## src/rtl/i2c_host_ctrl.sv

```systemverilog
// Host command sequencer in front of the I2C master: latches one command, feeds write bytes
// from a TX FIFO, and captures read bytes into an RX FIFO. done pulses two cycles after m_done.

module i2c_host_fifo #(
    parameter int DEPTH = 8,
    parameter int PTR_W = 3
) (
    input  logic       clk,
    input  logic       resetN,
    input  logic       push_i,
    input  logic [7:0] din_i,
    input  logic       pop_i,
    output logic [7:0] dout_o,
    output logic       full_o,
    output logic       empty_o
);
    localparam logic [PTR_W:0] FULL_CNT = (PTR_W+1)'(DEPTH);

    logic [7:0]       mem_q [DEPTH];
    logic [PTR_W-1:0] wr_ptr_q, rd_ptr_q;
    logic [PTR_W:0]   count_q;
    logic [7:0]       last_q;
    logic             push_ok, pop_ok;

    assign full_o  = (count_q == FULL_CNT);
    assign empty_o = (count_q == '0);
    // A pop on empty never sees the byte being pushed in the same cycle.
    assign pop_ok  = pop_i && !empty_o;
    assign push_ok = push_i && (!full_o || pop_i);
    assign dout_o  = empty_o ? last_q : mem_q[rd_ptr_q];

    always_ff @(posedge clk) begin
        if (push_ok) mem_q[wr_ptr_q] <= din_i;
    end

    always_ff @(posedge clk or negedge resetN) begin
        if (!resetN) begin
            wr_ptr_q <= '0;
            rd_ptr_q <= '0;
            count_q  <= '0;
            last_q   <= '0;
        end else begin
            if (push_ok) wr_ptr_q <= wr_ptr_q + 1'b1;
            if (pop_ok) begin
                rd_ptr_q <= rd_ptr_q + 1'b1;
                last_q   <= mem_q[rd_ptr_q];
            end
            case ({push_ok, pop_ok})
                2'b10:   count_q <= count_q + 1'b1;
                2'b01:   count_q <= count_q - 1'b1;
                default: count_q <= count_q;
            endcase
        end
    end
endmodule

module i2c_host_ctrl #(
    parameter int DEPTH = 8,
    parameter int PTR_W = 3
) (
    input  logic       clk,
    input  logic       resetN,
    input  logic       cmd_valid,
    output logic       cmd_ready,
    input  logic [6:0] cmd_addr,
    input  logic       cmd_rw,
    input  logic [3:0] cmd_nbyte,
    input  logic       tx_wr,
    input  logic [7:0] tx_data,
    output logic       tx_full,
    input  logic       rx_rd,
    output logic [7:0] rx_data,
    output logic       rx_empty,
    output logic       busy,
    output logic       done,
    output logic       err_len,
    output logic       err_underrun,
    output logic       err_overrun,
    output logic       m_en,
    output logic [6:0] m_address,
    output logic       m_rw,
    output logic [3:0] m_N_byte,
    output logic [7:0] m_data_in,
    input  logic       m_byte_req,
    input  logic       m_rx_valid,
    input  logic [7:0] m_data_out,
    input  logic       m_done
);
    typedef enum logic [1:0] {IDLE, LOAD, RUN, FINISH} state_t;

    state_t     state_q;
    logic [3:0] remaining_q;
    logic       m_en_q, busy_q, done_q;
    logic       err_len_q, err_underrun_q, err_overrun_q;
    logic [6:0] m_address_q;
    logic       m_rw_q;
    logic [3:0] m_N_byte_q;
    logic [7:0] m_data_in_q;

    logic       tx_pop, tx_empty;
    logic [7:0] tx_head;
    logic       rx_push, rx_full, overrun;
    logic       wr_evt;

    assign wr_evt  = (state_q == RUN) && !m_rw_q && m_byte_req;
    // Next byte is fetched only while more remain after this request.
    assign tx_pop  = ((state_q == LOAD) && !m_rw_q) || (wr_evt && (remaining_q > 4'd1));
    assign rx_push = (state_q == RUN) && m_rw_q && m_rx_valid;
    assign overrun = rx_push && rx_full && !rx_rd;

    i2c_host_fifo #(.DEPTH(DEPTH), .PTR_W(PTR_W)) u_tx_fifo (
        .clk     (clk),
        .resetN  (resetN),
        .push_i  (tx_wr),
        .din_i   (tx_data),
        .pop_i   (tx_pop),
        .dout_o  (tx_head),
        .full_o  (tx_full),
        .empty_o (tx_empty)
    );

    i2c_host_fifo #(.DEPTH(DEPTH), .PTR_W(PTR_W)) u_rx_fifo (
        .clk     (clk),
        .resetN  (resetN),
        .push_i  (rx_push),
        .din_i   (m_data_out),
        .pop_i   (rx_rd),
        .dout_o  (rx_data),
        .full_o  (rx_full),
        .empty_o (rx_empty)
    );

    always_ff @(posedge clk or negedge resetN) begin
        if (!resetN) begin
            state_q        <= IDLE;
            remaining_q    <= '0;
            m_en_q         <= 1'b0;
            busy_q         <= 1'b0;
            done_q         <= 1'b0;
            err_len_q      <= 1'b0;
            err_underrun_q <= 1'b0;
            err_overrun_q  <= 1'b0;
            m_address_q    <= '0;
            m_rw_q         <= 1'b0;
            m_N_byte_q     <= '0;
            m_data_in_q    <= '0;
        end else begin
            done_q <= (state_q == FINISH);
            case (state_q)
                IDLE: begin
                    if (cmd_valid) begin
                        m_address_q    <= cmd_addr;
                        m_rw_q         <= cmd_rw;
                        m_N_byte_q     <= cmd_nbyte;
                        remaining_q    <= cmd_nbyte;
                        err_underrun_q <= 1'b0;
                        err_overrun_q  <= 1'b0;
                        if (cmd_nbyte == 4'd0) begin
                            err_len_q <= 1'b1;
                            state_q   <= FINISH;
                        end else begin
                            err_len_q <= 1'b0;
                            busy_q    <= 1'b1;
                            state_q   <= LOAD;
                        end
                    end
                end
                LOAD: begin
                    if (m_rw_q) begin
                        m_data_in_q <= 8'h00;
                    end else begin
                        m_data_in_q <= tx_empty ? 8'hFF : tx_head;
                        if (tx_empty) err_underrun_q <= 1'b1;
                    end
                    m_en_q  <= 1'b1;
                    state_q <= RUN;
                end
                RUN: begin
                    if (wr_evt && (remaining_q != 4'd0)) begin
                        remaining_q <= remaining_q - 4'd1;
                    end
                    if (tx_pop) begin
                        m_data_in_q <= tx_empty ? 8'hFF : tx_head;
                        if (tx_empty) err_underrun_q <= 1'b1;
                    end
                    if (overrun) err_overrun_q <= 1'b1;
                    if (m_done) begin
                        m_en_q  <= 1'b0;
                        busy_q  <= 1'b0;
                        state_q <= FINISH;
                    end
                end
                FINISH: state_q <= IDLE;
                default: state_q <= IDLE;
            endcase
        end
    end

    assign cmd_ready    = (state_q == IDLE);
    assign busy         = busy_q;
    assign done         = done_q;
    assign err_len      = err_len_q;
    assign err_underrun = err_underrun_q;
    assign err_overrun  = err_overrun_q;
    assign m_en         = m_en_q;
    assign m_address    = m_address_q;
    assign m_rw         = m_rw_q;
    assign m_N_byte     = m_N_byte_q;
    assign m_data_in    = m_data_in_q;
endmodule

```

## config.mk

```make
export PLATFORM = sky130hd
export DESIGN_NAME = i2c_host_ctrl
export DESIGN_NICKNAME = d
export VERILOG_FILES = /design/src/rtl/i2c_host_ctrl.sv
export SDC_FILE = /design/constraint.sdc
export NUM_CORES = 1
export LEC_CHECK = 0
export CAP_MARGIN = 20
export CORE_MARGIN = 3
export CORE_UTILIZATION = 23
export DETAILED_ROUTE_END_ITERATION = 8
export GPL_TIMING_DRIVEN = 0
export PLACE_DENSITY_LB_ADDON = 0.08
export SYNTH_ARGS = -nofsm -noshare
export SYNTH_HDL_FRONTEND = slang
export SYNTH_SLANG_ARGS = --single-unit
```

## constraint.sdc

```tcl
create_clock -name clk -period 7.3 [get_ports clk]
set_input_delay 1.095 -clock clk [delete_from_list [all_inputs] [get_ports clk]]
set_output_delay 1.095 -clock clk [all_outputs]
set_load 0.02 [all_outputs]
```

==> metrics.log, run 1 <==
[metrics] category of the critical setup timing path: flop to output port
[metrics] fraction of layout instances using a drive strength above 1: 0.164
[metrics] maximum number of buffers from clock root to sink: 2
[metrics] horizontal extent of the die: 193 um
[metrics] area of the mapped netlist: 0.00808 mm2
[metrics] via count of the first global-routing pass: 4996
[metrics] final period demand of the worst path: 3.89 ns
[metrics] depth of the most critical reg-to-reg path: 11
[metrics] Critical Path Start Type: flop
[metrics] count of buffers inserted at the top-level ports: 72
[metrics] maximum number of pins on one net before global-route repair: 61
[metrics] CP required: 6.20 ns
[metrics] Int Pwr: 2.66 mW
[metrics] number of max-slew violations in the final report: 0
[metrics] leading cell types in the layout, fill and taps excluded: 128 x edfxtp_1, 71 x clkdlybuf4s50_1, 60 x dfrtp_1, 41 x mux2i_1, 24 x nand2_1
[metrics] number of max-cap violations: 0
[metrics] Critical Path End Type: output port
[metrics] hold path depth: 2
[metrics] initial core utilization: 0.234
[metrics] floorplan die area: 0.0374 mm2
[metrics] largest family of logic cells by synthesized area: multiplexers
[metrics] VDD IR-drop max: 225 uV
[metrics] normalized max-slew margin: 0.362
[metrics] share of synthesized cell area in and, or, nand and nor gates: 0.0686
[metrics] clock slew at the register clock pins of the worst setup and hold paths: 0.07 ns
[metrics] cell leakage power: 3.67 nW
[metrics] Vias per Instance: 4.22
[metrics] asr flop ratio synth: 0.319
[metrics] Yosys Warn Count: 0
[metrics] total nets after synthesis: 595
[metrics] depth of the CTS H-tree: 4
[metrics] Fin Setup TNS: 0 ns
[metrics] clock power share: 0.226
[metrics] global-route wire length before repair: 30.5 mm
[metrics] drt wl/cell: 17.7 um
[metrics] Data arrival, critical path: 2.79 ns
[metrics] antenna violations before repair: 0
[metrics] worst slew pin tran: 0.953 ns
[metrics] synthesized instance count: 540
[metrics] Cell Chain, Critical Path: clkbuf_2, buf_2, mux4_2, mux2i_1, a21oi_1, clkdlybuf4s50_1
[metrics] number of post-CTS setup repair buffers: 0
[metrics] TritonCTS Buffers: 17
[metrics] f_max: 257 MHz
[metrics] master of the slowest instance on the critical path: clkdlybuf4s50_1
[metrics] antenna viol nets, final: 0
[metrics] hold path start: u_rx_fifo.last_q[7]
[metrics] number of primary I/O pins: 73
[metrics] Residual DRC: 0
[metrics] endpoint with the worst hold slack: u_rx_fifo.last_q[7]
[metrics] combinational group share of total power: 0.413
[metrics] gr usage total: 0.108
[metrics] proportion of synthesized area in mux cells: 0.118
[metrics] sequential share of the synthesized area: 0.662
[metrics] post-synthesis share of cell area spent on xor and xnor gates: 0.0130
[metrics] outcome: complete, no violations
[metrics] final setup skew: 0.0142 ns
[metrics] mean instance size in the synthesized netlist: 15.0 um2
[metrics] beginning of the worst register-to-register path: state_q[0]
[metrics] ratio of total power to cell area: 415 mW/mm2
[metrics] worst-case register-to-register setup slack: 4.26 ns
[metrics] CTS Root Cell: clkbuf_16
[metrics] number of flip-flops and latches in the synthesized netlist: 188
[metrics] arithmetic-cell share of the synthesized area counting full adders, half adders and majority gates: 0.0313
[metrics] TritonCTS clock tree: yes
[metrics] highest net fanout along the worst path: 10
[metrics] nets@finish: 699
[metrics] number of enable-type register cells in the synthesized netlist: 128
[metrics] chip height: 193 um
[metrics] Site Rows: 68
[metrics] sum of overflow across all layers after global routing: 0
[metrics] synthesis-to-finish area growth: 25.3%
[metrics] switching part of the total: 0.367
[metrics] compound-gate portion of the synthesized area: 0.0765
[metrics] ys flop type: edfxtp_1
[metrics] worst hold-check path type: flop to flop
[metrics] total detailed-routing wirelength: 19.7 mm
[metrics] iteration-0 DRC count of the detailed router: 319
[metrics] routed vias: 4696
[metrics] setup repair after global routing missed its margin: no
[metrics] Pre-Repair DR Iteration Count: 4
[metrics] standard cell core area: 0.0345 mm2
[metrics] latest clock arrival within the worst-skew pair: 0.44 ns
[metrics] Hold Violations, Final: 0
[metrics] maximum cell stage delay along the critical path: 0.68 ns
[metrics] most frequent standard cell in the layout excluding fill and tap cells: edfxtp_1
[metrics] Detail Placement HPWL: 13.7 mm
[metrics] final setup fails: 0
[metrics] register share of total power: 0.361
[metrics] end of the worst register-to-register path: u_rx_fifo.count_q[3]
[metrics] worst hold-check slack: 0.489 ns
[metrics] number of antenna cells inserted: 0
[metrics] distinct cell type count of the synthesized netlist: 59
[metrics] CTS resizes: 0
[metrics] power dissipated by switching net loads: 1.54 mW
[metrics] share of the clock period used by the worst path: 0.533
[metrics] total clock sinks: 188
[metrics] number of hold buffers added after CTS: 0
[metrics] RD Place Congestion: 0.738
## sequential cells by signal, indices dropped and copies added, names as in the netlist, 4 cells and up
| name | flops |
|---|---|
| u_rx_fifo.mem_q | 64 |
| u_tx_fifo.mem_q | 64 |
| m_data_in | 8 |
| u_rx_fifo.last_q | 8 |
| m_address | 7 |
| m_N_byte | 4 |
| remaining_q | 4 |
| u_rx_fifo.count_q | 4 |
| u_tx_fifo.count_q | 4 |
## layout make-up
type | instances | area [um2]
Tap cell | 455 | 569
Fill cell | 3558 | 24400
Clock buffer | 18 | 439
Timing Repair Buffer | 85 | 837
Multi-Input combinational cell | 303 | 2520
Inverter | 21 | 78.8
Clock inverter | 14 | 160
Buffer | 28 | 175
Sequential cell | 188 | 5350
## power groups by stage
stage,sequential (mW),clock (mW),combinational (mW)
final,1.52,0.950,1.73
after global routing,1.55,1.03,1.91
after CTS,1.52,0.987,1.77
after detailed placement,1.54,0,1.76
after global placement,1.53,0,1.72
after floorplan,1.58,0,1.06
## through the flow
step	cells	total power [mW]	worst slack, ns	utilization	instance area [um2]
finish	1112	4.20	3.41	0.293	10100
global route	1112	4.49	3.22	0.293	10100
floorplan	540	2.64	4.18	-	8080
detailed placement	1077	3.30	3.44	0.275	9490
global placement	1067	3.26	2.68	0.271	9370
CTS	1109	4.28	3.31	0.292	10100
## cell usage after synthesis, drive strengths merged (3+ instances only)
cell     instances  area [um2]
mux2i           41         410
xnor2            7        61.3
nand2           25         110
edfxtp         128        3840
a31oi            4        25.0
clkbuf           5        20.0
xor2             5        43.8
buf             23         155
ha              17         213
o2bb2ai          8        70.1
o22ai           18         113
mux2            16         180
nand3            4        20.0
o22a             3        26.3
nand2b          10        62.6
nor2            21        78.8
inv             21        78.8
nor2b            3        18.8
nor4             4        25.0
nor3            16        80.1
nor4b            4        41.3
dfrtp           60        1500
o21ai           28         148
a21oi           19        98.9
mux4            16         360
## kinds of logic after synthesis
| family | after synthesis |
|---|---|
| fa+ha+maj | 19 |
| mux | 73 |
| flops | 188 |
| simple gates | 103 |
| compound gates | 96 |
| buf+inv | 49 |
| xor+xnor | 12 |
## metal layers
metal | vias up | part of all wire | global-route usage
met1 | 2363 | 0.47 | 0.143
met2 | 56 | 0.50 | 0.179
li1 | 2267 | - | -
met3 | 10 | 0.028 | 0.0256
met5 | - | 0 | 0
met4 | 0 | 0.0095 | 0.0265
## how the worst max path moves through the flow
stage,end,slack (ns),cells past startpoint,start
after floorplan,u_tx_fifo.mem_q[2][0],4.18,6,m_byte_req
after global placement,m_data_in[1],2.68,1,resetN
after detailed placement,u_rx_fifo.mem_q[7][4],3.44,5,rx_rd
after CTS,rx_data[6],3.31,6,u_rx_fifo.rd_ptr_q[2]
after global routing,rx_data[2],3.22,6,u_rx_fifo.rd_ptr_q[2]
final,rx_data[2],3.41,6,u_rx_fifo.rd_ptr_q[2]
## critical path: cells and delay by family, from the launching register on
| family | cells | cell delay (ns) |
|---|---|---|
| flip-flops | 1 | 0.33 |
| AO/OA/AOI/OAI | 1 | 0.34 |
| multiplexers | 2 | 0.33 |
| buffers and inverters | 3 | 1.35 |
Power figures use the tool's default switching activity.
==> run 2, diff against run 1 <==
==> constraint.sdc (replaced) <==
create_clock -name clk -period 3.5 [get_ports clk]
set_input_delay 0.525 -clock clk [delete_from_list [all_inputs] [get_ports clk]]
set_output_delay 0.525 -clock clk [all_outputs]
set_load 0.02 [all_outputs]
==> run 2 against run 1 <==
Net effect:
- clock skew unchanged
- flip-flop and latch count unchanged
- design area hardly changed
- worst hold slack worse by 0.29 ns
- die area unchanged
- final cell count stayed put
- wire length about the same
- combinational power up 110%
- sequential share of layout area barely moved
- total power is 110% higher
- global-route usage unchanged
- critical endpoint unchanged
==> metrics.log, run 2 (synthesized netlist as in run 1, its figures left out) <==
[metrics] outcome: complete, no violations
[metrics] number of max-cap violations: 0
[metrics] CP required: 2.97 ns
[metrics] Data arrival, critical path: 2.79 ns
[metrics] number of primary I/O pins: 73
[metrics] maximum number of buffers from clock root to sink: 2
[metrics] drt wl/cell: 17.7 um
[metrics] met2 routing resource usage after global routing: 0.179
[metrics] standard cell core area: 0.0345 mm2
[metrics] combined area of the multi-input logic cells: 0.00252 mm2
[metrics] Top Usage Layer GRT: met2
[metrics] Cell Chain, Critical Path: or4_4, buf_6, buf_2, a21oi_1, clkdlybuf4s50_1
[metrics] latest clock arrival within the worst-skew pair: 0.44 ns
[metrics] beginning of the worst register-to-register path: state_q[0]
[metrics] minimum setup slack in the final design: 0.190 ns
[metrics] total clock sinks: 188
[metrics] final period demand of the worst path: 3.31 ns
[metrics] Site Rows: 68
[metrics] maximum number of pins on one net before global-route repair: 61
[metrics] fraction of layout instances using a drive strength above 1: 0.164
[metrics] power dissipated by switching net loads: 3.21 mW
[metrics] TritonCTS Buffers: 17
[metrics] clock slew at the register clock pins of the worst setup and hold paths: 0.07 ns
[metrics] switching part of the total: 0.366
[metrics] Design Area, Final: 0.0101 mm2
[metrics] via count of the first global-routing pass: 4996
[metrics] Hold Violations, Final: 0
[metrics] routed vias: 4695
[metrics] start point of the critical path: u_rx_fifo.count_q[1]
[metrics] antenna violations before repair: 0
[metrics] maximum cell stage delay along the critical path: 0.68 ns
[metrics] Area after DPL: 0.00949 mm2
[metrics] Worst Setup Slack post-DPL: 0.207 ns
[metrics] VDD IR-drop max: 469 uV
[metrics] combinational group share of total power: 0.413
[metrics] gr usage total: 0.108
[metrics] met1 track utilization from global routing: 0.143
[metrics] setup repair after global routing missed its margin: no
[metrics] combined flip-flop and latch cell area: 0.00535 mm2
[metrics] nets@finish: 699
[metrics] final standard cell count with taps included and fillers excluded: 1112
[metrics] clock power share: 0.226
[metrics] worst slew pin tran: 0.953 ns
[metrics] initial core utilization: 0.234
[metrics] Critical Path Start Type: flop
[metrics] Pre-Repair DR Iteration Count: 4
[metrics] RD Place Congestion: 0.738
[metrics] TritonCTS clock tree: yes
[metrics] register share of total power: 0.361
[metrics] final setup fails: 0
[metrics] chip height: 193 um
[metrics] synthesis-to-finish area growth: 25.3%
[metrics] sum of overflow across all layers after global routing: 0
[metrics] worst-case register-to-register setup slack: 0.46 ns
[metrics] normalized max-slew margin: 0.362
[metrics] final setup skew: 0.0142 ns
[metrics] met3 track demand over resource in global routing: 0.0256
[metrics] f_max: 302 MHz
[metrics] cell leakage power: 3.67 nW
[metrics] Vias per Instance: 4.22
[metrics] floorplan die area: 0.0374 mm2
[metrics] Critical Path End Type: output port
[metrics] share of the clock period used by the worst path: 0.946
[metrics] number of max-slew violations in the final report: 0
[metrics] Int Pwr: 5.55 mW
[metrics] total detailed-routing wirelength: 19.7 mm
[metrics] instance count after placement with tap cells included: 1077
[metrics] category of the critical setup timing path: flop to output port
[metrics] iteration-0 DRC count of the detailed router: 319
[metrics] number of post-CTS setup repair buffers: 0
[metrics] worst hold-check path type: primary input to asynchronous set/reset pin
[metrics] count of buffers inserted at the top-level ports: 72
[metrics] global-route wire length before repair: 30.5 mm
[metrics] leading cell types in the layout, fill and taps excluded: 128 x edfxtp_1, 71 x clkdlybuf4s50_1, 60 x dfrtp_1, 41 x mux2i_1, 24 x nand2_1
[metrics] horizontal extent of the die: 193 um
[metrics] number of antenna cells inserted: 0
[metrics] Detail Placement HPWL: 13.7 mm
[metrics] master of the slowest instance on the critical path: clkdlybuf4s50_1
[metrics] Residual DRC: 0
[metrics] filler cell count: 3557
[metrics] antenna viol nets, final: 0
[metrics] Regs by FF count: u_rx_fifo.mem_q (64), u_tx_fifo.mem_q (64)
[metrics] highest net fanout along the worst path: 10
[metrics] depth of the CTS H-tree: 4
[metrics] CTS Root Cell: clkbuf_16
[metrics] ratio of total power to cell area: 865 mW/mm2
[metrics] most frequent standard cell in the layout excluding fill and tap cells: edfxtp_1
## run 2: critical path, delay by kind of cell, from the launching register on
kind / cells / cell delay [ns]
AND/OR/NAND/NOR: 1 / 0.56
buffers and inverters: 3 / 1.07
flip-flops: 1 / 0.43
AO/OA/AOI/OAI: 1 / 0.30
## run 2: layout make-up
cell class,count,area share
clock inverters,14,0.0158
plain buffers,28,0.0176
inverters,21,0.00779
clock buffers,18,0.0434
repair buffers,85,0.0827
multi-input cells,303,0.249
well taps,455,0.0562
flip-flops and latches,188,0.528
## run 2: per-stage QoR
| step | hold slack [ns] | setup TNS, ns | power, mW | util |
|---|---|---|---|---|
| 2_1_floorplan | 0.229 | 0 | 5.51 | - |
| 3_3_place_gp | 0.467 | -46.32 | 6.79 | 0.271 |
| 3_5_place_dp | 0.475 | 0 | 6.89 | 0.275 |
| 4_1_cts | 0.244 | 0 | 8.92 | 0.292 |
| 5_1_grt | 0.246 | 0 | 9.37 | 0.293 |
| 6_report | 0.196 | 0 | 8.75 | 0.293 |
## run 2: metal layers
metal / vias up / wire length, um
met3: 10 / 549
li1: 2267 / -
met5: - / 0
met1: 2362 / 9160
met2: 56 / 9770
met4: 0 / 186
## run 2: worst paths after layout
check / endpoint / cells past startpoint
max reg2reg: u_rx_fifo.count_q[3] / 11
min reg2reg: u_rx_fifo.last_q[7] / 2
min in group clk: u_rx_fifo.last_q[7] / 2
min: u_rx_fifo.last_q[6] / 1
max: rx_data[2] / 5
max in group asynchronous: m_data_in[5] / 1
## run 2: power groups by stage
stage	sequential (mW)	combinational [mW]	clock [mW]
finish	3.16	3.61	1.98
global route	3.23	3.99	2.15
CTS	3.16	3.70	2.06
detailed placement	3.21	3.68	0
global placement	3.20	3.60	0
floorplan	3.30	2.21	0
## run 2: what timing repair did
action / 4_1_cts / 5_1_grt
endpoints found under the setup margin: 0 / 1
hold buffers: 0 / 0
gates resized for setup: 0 / 1
==> run 3, diff against run 2 <==
--- a/config.mk
+++ b/config.mk
@@ -5,7 +5,6 @@
 export SDC_FILE = /design/constraint.sdc
 export NUM_CORES = 1
 export LEC_CHECK = 0
-export CAP_MARGIN = 20
 export CORE_MARGIN = 3
 export CORE_UTILIZATION = 23
 export DETAILED_ROUTE_END_ITERATION = 8
==> run 3 against run 2 <==
Net effect:
- total power increased by 0.33%
- design area decreased by 0.52%
- clock power increased by 2%
- first-iteration DRC count decreased by 15%
- final cell count decreased by 0.54%
- core utilization decreased by 0.15 points
- wire length decreased by 0.62%
- worst hold slack got worse by 0.010 ns
- largest power group unchanged
==> metrics.log, run 3 (synthesized netlist as in run 1, its figures left out) <==
[metrics] outcome: complete, no violations
[metrics] number of max-slew violations in the final report: 0
[metrics] Largest delay share family, worst path: buffers and inverters
[metrics] Vias per Instance: 4.26
[metrics] number of antenna cells inserted: 0
[metrics] number of post-CTS setup repair buffers: 0
[metrics] gr usage total: 0.108
[metrics] depth of the CTS H-tree: 4
[metrics] final setup skew: 0.00992 ns
[metrics] combined flip-flop and latch cell area: 0.00535 mm2
[metrics] ratio of total power to cell area: 872 mW/mm2
[metrics] highest net fanout along the worst path: 10
[metrics] Site Rows: 68
[metrics] CP required: 2.97 ns
[metrics] minimum setup slack in the final design: 0.221 ns
[metrics] Critical Path End Type: output port
[metrics] cell leakage power: 3.65 nW
[metrics] initial core utilization: 0.234
[metrics] chip height: 193 um
[metrics] Pwr Total: 8.78 mW
[metrics] total clock sinks: 188
[metrics] latest clock arrival within the worst-skew pair: 0.44 ns
[metrics] iteration-0 DRC count of the detailed router: 271
[metrics] number of hold buffers added after CTS: 0
[metrics] final setup fails: 0
[metrics] Detail Placement HPWL: 13.5 mm
[metrics] synthesis-to-finish area growth: 24.6%
[metrics] f_max: 305 MHz
[metrics] master of the slowest instance on the critical path: clkdlybuf4s50_1
[metrics] number of max-cap violations: 0
[metrics] via count of the first global-routing pass: 5077
[metrics] combined area of the multi-input logic cells: 0.00252 mm2
[metrics] Regs by FF count: u_rx_fifo.mem_q (64), u_tx_fifo.mem_q (64)
[metrics] final period demand of the worst path: 3.28 ns
[metrics] final core utilization: 0.292
[metrics] number of primary I/O pins: 73
[metrics] routed vias: 4717
[metrics] Critical Path Start Type: flop
[metrics] Hold Violations, Final: 0
[metrics] setup repair after global routing missed its margin: no
[metrics] crit path buf inv count: 3
[metrics] most frequent standard cell in the layout excluding fill and tap cells: edfxtp_1
[metrics] leading cell types in the layout, fill and taps excluded: 128 x edfxtp_1, 71 x clkdlybuf4s50_1, 60 x dfrtp_1, 41 x mux2i_1, 24 x nand2_1
[metrics] TritonCTS Buffers: 17
[metrics] total detailed-routing wirelength: 19.5 mm
[metrics] CTS resizes: 0
[metrics] maximum number of buffers from clock root to sink: 2
[metrics] sum of overflow across all layers after global routing: 0
[metrics] CTS Root Cell: clkbuf_16
[metrics] antenna violations before repair: 0
[metrics] count of buffers inserted at the top-level ports: 72
[metrics] clock slew at the register clock pins of the worst setup and hold paths: 0.07 ns
[metrics] global-route wire length before repair: 30.5 mm
[metrics] maximum cell stage delay along the critical path: 0.57 ns
[metrics] maximum number of pins on one net before global-route repair: 61
[metrics] drt wl/cell: 17.7 um
[metrics] Cell Chain, Critical Path: clkbuf_2, buf_2, mux4_2, mux2i_1, a21oi_1, clkdlybuf4s50_1
[metrics] normalized max-slew margin: 0.117
[metrics] worst hold-check path type: primary input to asynchronous set/reset pin
[metrics] worst slew pin tran: 1.31 ns
[metrics] RD Place Congestion: 0.738
[metrics] nets@finish: 693
[metrics] fraction of layout instances using a drive strength above 1: 0.155
[metrics] final standard cell count with taps included and fillers excluded: 1106
[metrics] share of the clock period used by the worst path: 0.937
[metrics] Data arrival, critical path: 2.75 ns
[metrics] TritonCTS clock tree: yes
[metrics] floorplan die area: 0.0374 mm2
[metrics] antenna viol nets, final: 0
[metrics] standard cell core area: 0.0345 mm2
[metrics] VDD IR-drop max: 471 uV
[metrics] category of the critical setup timing path: flop to output port
[metrics] filler cell count: 3521
[metrics] instance count after placement with tap cells included: 1074
[metrics] Pre-Repair DR Iteration Count: 4
[metrics] Fin Setup TNS: 0 ns
[metrics] Residual DRC: 0
[metrics] horizontal extent of the die: 193 um
[metrics] Worst Setup Slack post-DPL: 0.167 ns
## run 3: layer usage
layer | track usage | routed length [um] | vias up
met3 | 0.0233 | 532 | 16
met1 | 0.138 | 8800 | 2377
met4 | 0.0362 | 310 | 0
met5 | 0 | 0 | -
met2 | 0.183 | 9900 | 60
li1 | - | - | 2264
## run 3: stage by stage
| step | hold slack, ns | instance area [um2] |
|---|---|---|
| after detailed placement | 0.476 | 9460 |
| after floorplan | 0.229 | 8080 |
| final | 0.186 | 10100 |
| after global placement | 0.467 | 9370 |
| after CTS | 0.228 | 10100 |
| after global routing | 0.255 | 10100 |
## run 3: power by group
group / leakage, nW / total (mW) / internal [mW] / switching, mW
clock: 0.301 / 2.02 / 1.15 / 0.870
combinational: 1.47 / 3.60 / 1.58 / 2.02
sequential: 1.88 / 3.16 / 2.87 / 0.292
total: 3.65 / 8.78 / 5.60 / 3.18
## run 3: worst paths after layout
kind | startpoint | end | slack (ns) | cells past startpoint
setup / recovery | u_rx_fifo.rd_ptr_q[2] | rx_data[6] | 0.22 | 6
min in group clk | u_rx_fifo.last_q[3] | u_rx_fifo.last_q[3] | 0.49 | 2
max in group asynchronous | resetN | m_data_in[6] | 2.72 | 1
setup reg to reg | state_q[0] | u_rx_fifo.count_q[3] | 0.45 | 11
hold reg to reg | u_rx_fifo.last_q[3] | u_rx_fifo.last_q[3] | 0.49 | 2
hold / removal | resetN | u_rx_fifo.last_q[6] | 0.19 | 1
## run 3: cell type report
cell class	count	area share
Inverter	21	0.00783
Timing Repair Buffer	79	0.0770
Clock inverter	13	0.0166
Buffer	28	0.0174
Tap cell	455	0.0565
Multi-Input combinational cell	303	0.250
Sequential cell	188	0.531
Clock buffer	19	0.0440
